===== config.mk =====
export PLATFORM = sky130hd
export DESIGN_NAME = divide_by_50_clock_divider
export DESIGN_NICKNAME = d
export VERILOG_FILES = /design/src/rtl/divide_by_50_clock_divider.sv
export SDC_FILE = /design/constraint.sdc
export NUM_CORES = 1
export LEC_CHECK = 0
export ABC_AREA = 0
export CORE_AREA = 3 3 40 42
export DETAILED_ROUTE_END_ITERATION = 6
export DIE_AREA = 0 0 43 45
export PLACE_DENSITY = 0.42
export SYNTH_ARGS = -nofsm -noshare
export SYNTH_HDL_FRONTEND = slang
export SYNTH_SLANG_ARGS = --single-unit

===== constraint.sdc =====
create_clock -name CLK_IN -period 2.94 [get_ports CLK_IN]
set_clock_uncertainty 0.1 [all_clocks]
set_input_delay 0.441 -clock CLK_IN [delete_from_list [all_inputs] [get_ports CLK_IN]]
set_output_delay 0.441 -clock CLK_IN [all_outputs]
set_load 0.01 [all_outputs]

===== src/rtl/divide_by_50_clock_divider.sv =====
// Registered divide-by-DIVISOR square-wave generator with exact 50% duty cycle.
// Latency: the output toggles on the edge where the half-period counter wraps. There is no backpressure.
module divide_by_50_clock_divider #(
  parameter int DIVISOR = 50
) (
  input  logic CLK_IN,
  input  logic n_RST,
  output logic CLK_OUT
);

  localparam int HALF  = DIVISOR / 2;
  localparam int CNT_W = (HALF > 1) ? $clog2(HALF) : 1;
  localparam logic [CNT_W-1:0] TERM = CNT_W'(HALF - 1);

  if (DIVISOR < 2 || (DIVISOR % 2) != 0) begin : g_bad_divisor
    $error("DIVISOR must be even and >= 2");
  end

  logic [CNT_W-1:0] r_cnt;
  logic             r_out;
  logic             w_term;

  // Out-of-range counts are not terminal, so they roll over through zero.
  assign w_term = (r_cnt == TERM);

  always_ff @(posedge CLK_IN or negedge n_RST) begin
    if (!n_RST) begin
      r_cnt <= '0;
      r_out <= 1'b1;
    end else if (w_term) begin
      r_cnt <= '0;
      r_out <= ~r_out;
    end else begin
      r_cnt <= r_cnt + 1'b1;
    end
  end

  assign CLK_OUT = r_out;

endmodule


# Word-level counts from Yosys, hierarchy flattened
# Cells that the tools add are included.
# totals
wordCells	6
register_bits	6
out_inout_bits	1
input_bits	2
# classes
mux	1
bitwise_logic	1
addsub	1
eq_ne	1
# ops
operator	count
5-bit by 1-bit adder with 5-bit output, second input constant	1
5-bit equality test, second input constant	1
5-bit 2-to-1 mux	1
1-bit inverter	1

# Logic depth before layout (Yosys ltp)
# logic_depth
word_depth	2
ltp_mapped	5
depth_no_buf	5

# Worst setup path after synthesis
# No wires, ideal clock.
# synth_timing
path_type	reg-to-reg
startpoint	register r_cnt[0]
endpoint	register r_cnt[4]
synth_period_minus_slack_ns	1.158
arrival_ns	0.937
setup_slack_ns	1.782
path_stages_with_launch	5
required_ns	2.719
path_buffers	0
setup_time_ns	0.121
cell_sequence	dfrtp_1 -> inv_1 -> ha_1 -> o21ai_0 -> a22o_1
# synth_via
elab_chain_len	2
word_cells_on_any_way	3
cone_classes	add/sub: 1; eq/ne: 1; mux: 1
# synth_rtl
item	line_no	source
start: declaration	19	logic [CNT_W-1:0] r_cnt;
start signal: assignment	34	r_cnt <= r_cnt + 1'b1;
5-bit by 1-bit adder with 5-bit output / 5-bit equality test (equally long branches)	34, 24	
5-bit 2-to-1 mux (*)	30	end else if (w_term) begin
# Every way passes the cells marked *; elsewhere a longest branch is shown, timed or not.
# A chain may end at the register's enable or synchronous reset.

# Worst setup path after layout
# layout_timing
startpoint	register r_out, in the netlist CLK_OUT
endpoint	output port CLK_OUT
# layout_lines
item	line_no	source
start: declaration	20	logic r_out;
start signal: assignment	32	r_out <= ~r_out;
end: declaration	8	output logic CLK_OUT
# No word-level cell between the ends.

==> impl.org <==
** Route
- In the final routed layout, each cell accounts on average for just under 10 µm.
- In the routed layout, each cell is associated on average with a via count of 4.25.
- Post-Route WL :: roughly 470 µm
- The first routing iteration left 0 violations.
- Detailed routing inserted a total of a little over 200 vias.
- In this run the remaining antenna-violating nets after routing total 0.
- Length of the first detailed-routing pass in iterations :: 1
- For this run, design rule violations remaining after detail routing come to 0.

** Cells and area
- Finished Cell Area :: approximately 350 µm²
- Final net count :: 38
- Antenna diode count :: 0
- Relative to the synthesized area, the layout overhead comes to 22.9%.
- Combined flip-flop and latch cell area :: 151 µm²
- Number of fill cells in the layout :: 140
- Layout cell share with drive strength beyond 1 :: between 15 and 20%
- Combined area of the multi-input logic cells :: 121 µm²

** Yosys
- After Yosys synthesis, XOR and XNOR cells account for under 10% of the synthesized area.
- A synthesized cell averages about 11 µm².
- In the synthesized netlist, the number of instances is 27.
- Area fraction in compound gates after synthesis :: a little over a tenth
- The portion of synthesized area spent on multiplexers is under 10%.
- Synth Register Bits :: 6
- The synthesized netlist occupies a cell area of 284 µm².
- Warnings from Yosys :: 0
- Count of distinct cell types in the synthesized netlist :: 13
- Sequential-to-total area share from yosys stat :: 53.3%
- Summing the areas of all fa, ha and maj instances in the mapped netlist gives between 8 and 9% of the synthesized area.
- After synthesis, the largest family of logic cells by area is simple AND/OR/NAND/NOR gates.
- Summing the areas of all and, or, nand and nor instances in the mapped netlist gives a little over an eighth of the synthesized area.
- Counting every net in the synthesized netlist gives 31.

** Global routing
- The number of antenna violations at the first check in global routing was 0.
- Maximum number of pins on one net before global-route repair :: 7
- Summed over all layers, the global routing overflow is 0.
- Across every metal layer, demand over resource in global routing totals roughly 6.4%.
- First-pass GRT wire length :: between 800 and 900 µm
- Via count of the first global-routing pass :: between 150 and 200

** Power and ir drop
- The analysis attributes to cell leakage a power of 0.165 nW.
- Cell Int Power :: between 0.0001 and 0.00015 W
- The design draws ~0.00017 W.
- Relative contribution of the clock network to total power :: between 40 and 50%
- Peak ir drop on the vdd network :: approximately 0.20 mV
- Power density over cell area :: 487 nW/µm²
- Per report_power, the sequential group accounts for 48.7% of the total.
- Combinational logic burns roughly 1.6% of the power.
- NetSw :: around 0.000034 W
- Net switching is between 20% and 30% of the power.

** Setup path
- Crit path max fanout :: 2
- Crit path launch type :: register
- Worst path cell trace :: clkdlybuf4s50_1
- R2r setup slk :: around 1700 ps
- STA puts the critical path data required time at between 2000 and 2500 ps.
- Sort of element at the end of the critical path :: output pin
- Buffers and inverters on the worst path :: 1
- Largest stage delay on the critical path :: approximately 530 ps
- Among all stages on the critical path, the largest delay is contributed by sky130_fd_sc_hd__dfstp_2.
- Category of the most critical setup path :: reg2out
- The cell family contributing the most delay on the critical path is flip-flops.
- For the worst setup path, the data arrival time is 1300 ps.

** STA
- The max-slew violation count is 0.
- Setup slack closes at 1100 ps.
- At the pin with the least slew margin, the transition time is about 280 ps.
- The worst pin sits at a relative slew slack of 81.2%.
- The final hold violation count is 0.
- After routing, the total negative slack on setup checks comes to 0 ps.
- The worst path in the final design needs a cycle of roughly 1800 ps, including I/O delays and setup.
- Final hold analysis gives a worst-case slack of 335 ps.
- The final critical path takes up a little over three fifths of the cycle.
- Setup violations remaining at the end of the flow were counted as 0.
- Setup repair after global routing left no endpoint under its margin.
- Highest clock frequency the design can meet :: around 540 MHz

** Run
- Total of max-cap violations :: 0

** Clock network
- In this run the post-CTS setup repair buffer count came out at 0.
- Number of buffers created by CTS :: 3
- Number of cells upsized or downsized after cts :: 0
- CTS built an H-tree with a depth of 1.
- Clk Latency, worst-skew pair :: around 250 ps
- Hold bufs inserted after CTS :: 0
- The tree built by TritonCTS fans out to 6 sinks.
- Clock tree from TritonCTS :: done
- Root buffer cell :: sky130_fd_sc_hd__clkbuf_4
- Maximum buffer depth of the clock tree :: 2
- After clock tree synthesis, the clock-pin slew on the worst setup and hold paths is about 50 ps.

** Die
- # rows :: 13
- Horiz. Die Dim :: approximately 43 µm
- The core region is 1280 µm².
- Vertical die dimension :: approximately 45 µm
- The floorplan step defined a die boundary enclosing 1940 µm².
- Number of primary I/O pins :: 3
- Initial core utilization :: between 20 and 25%

** Worst hold path
- Class of the tightest hold or removal check :: in2async

** Placed design
- At the end of routability-driven placement, the weighted congestion stood at 0.695.
- Once detailed placement completed, the half-perimeter wirelength came to roughly 340 µm.
- During placement, the flow inserted port buffers numbering 2.
- At the placement stage, the worst setup path has a slack of between 1000 and 1500 ps.
- Total placed instance area :: between 300 and 400 µm²

** Status
- Run status :: completed
## stage by stage
step                      cells  utilization [%]
final                        48             27.2
after global routing         48             27.2
after CTS                    48             27.2
after detailed placement     44             25.1
after global placement       44             25.1
after floorplan              27                -
## final cells by class
cell class | count | area share (%)
flip-flops and latches | 6 | 43.4
multi-input cells | 18 | 34.8
repair buffers | 2 | 5.73
clock buffers | 4 | 7.53
inverters | 3 | 3.23
well taps | 15 | 5.38
## placed cells by master (no fill, tap or decap), drive strengths merged
cell	netlist	layout
dfstp	1	1
nand2	4	4
a22o	1	1
clkdlybuf4s50	0	2
xnor2	1	1
and2b	1	1
a31oi	1	1
nand3	3	3
mux2i	1	1
xor2	1	1
inv	3	3
dfrtp	5	5
clkbuf	0	4
o21ai	3	3
ha	2	2
## cells by family after synthesis
| group | after synthesis |
|---|---|
| adder cells (fa/ha/maj) | 2 |
| AND/OR/NAND/NOR | 8 |
| buffers and inverters | 3 |
| XOR/XNOR | 2 |
| AO/OA/AOI/OAI | 5 |
| flip-flops | 6 |
| multiplexers | 1 |
## registers in the layout, summed over array words and instances (netlist names)
signal and flops:
r_cnt 5, CLK_OUT 1
## routing by layer
metal	wire, µm	vias to the layer above	track usage (%)
met1	215	96	7.13
met4	0	0	3.61
li1	-	102	-
met5	0	-	0
met3	50	0	4.78
met2	202	6	8.68
## cells in the mapped netlist
| master | count | area share, % |
|---|---|---|
| sky130_fd_sc_hd__xor2_1 | 1 | 3.1 |
| sky130_fd_sc_hd__a31oi_1 | 1 | 2.2 |
| sky130_fd_sc_hd__ha_1 | 2 | 8.8 |
| sky130_fd_sc_hd__dfrtp_1 | 5 | 44 |
| sky130_fd_sc_hd__nand3_1 | 3 | 5.3 |
| sky130_fd_sc_hd__xnor2_1 | 1 | 3.1 |
| sky130_fd_sc_hd__and2b_2 | 1 | 3.1 |
| sky130_fd_sc_hd__dfstp_2 | 1 | 9.3 |
| sky130_fd_sc_hd__mux2i_1 | 1 | 3.5 |
| sky130_fd_sc_hd__nand2_1 | 4 | 5.3 |
| sky130_fd_sc_hd__o21ai_0 | 3 | 5.3 |
| sky130_fd_sc_hd__inv_1 | 3 | 4.0 |
| sky130_fd_sc_hd__a22o_1 | 1 | 3.1 |
## power groups by stage
stage | registers (W) | clock network [W] | logic [W]
6_report | 0.0000828 | 0.0000843 | 0.00000275
5_1_grt | 0.0000827 | 0.0000931 | 0.00000306
4_1_cts | 0.0000828 | 0.0000885 | 0.00000294
3_5_place_dp | 0.0000841 | 0 | 0.00000291
3_3_place_gp | 0.0000841 | 0 | 0.00000293
2_1_floorplan | 0.0000841 | 0 | 0.0000000000714
## final timing paths
| check | startpoint | endpoint | cells after the start |
|---|---|---|---|
| worst max-delay path | CLK_OUT | CLK_OUT | 1 |
| worst min register to register | CLK_OUT | CLK_OUT | 1 |
| max in group asynchronous | n_RST | CLK_OUT | 1 |
| worst min-delay path | n_RST | r_cnt[1] | 1 |
| worst max register to register | r_cnt[0] | r_cnt[4] | 4 |
| min in group CLK_IN | CLK_OUT | CLK_OUT | 1 |
(Power assumes the default switching activity.)
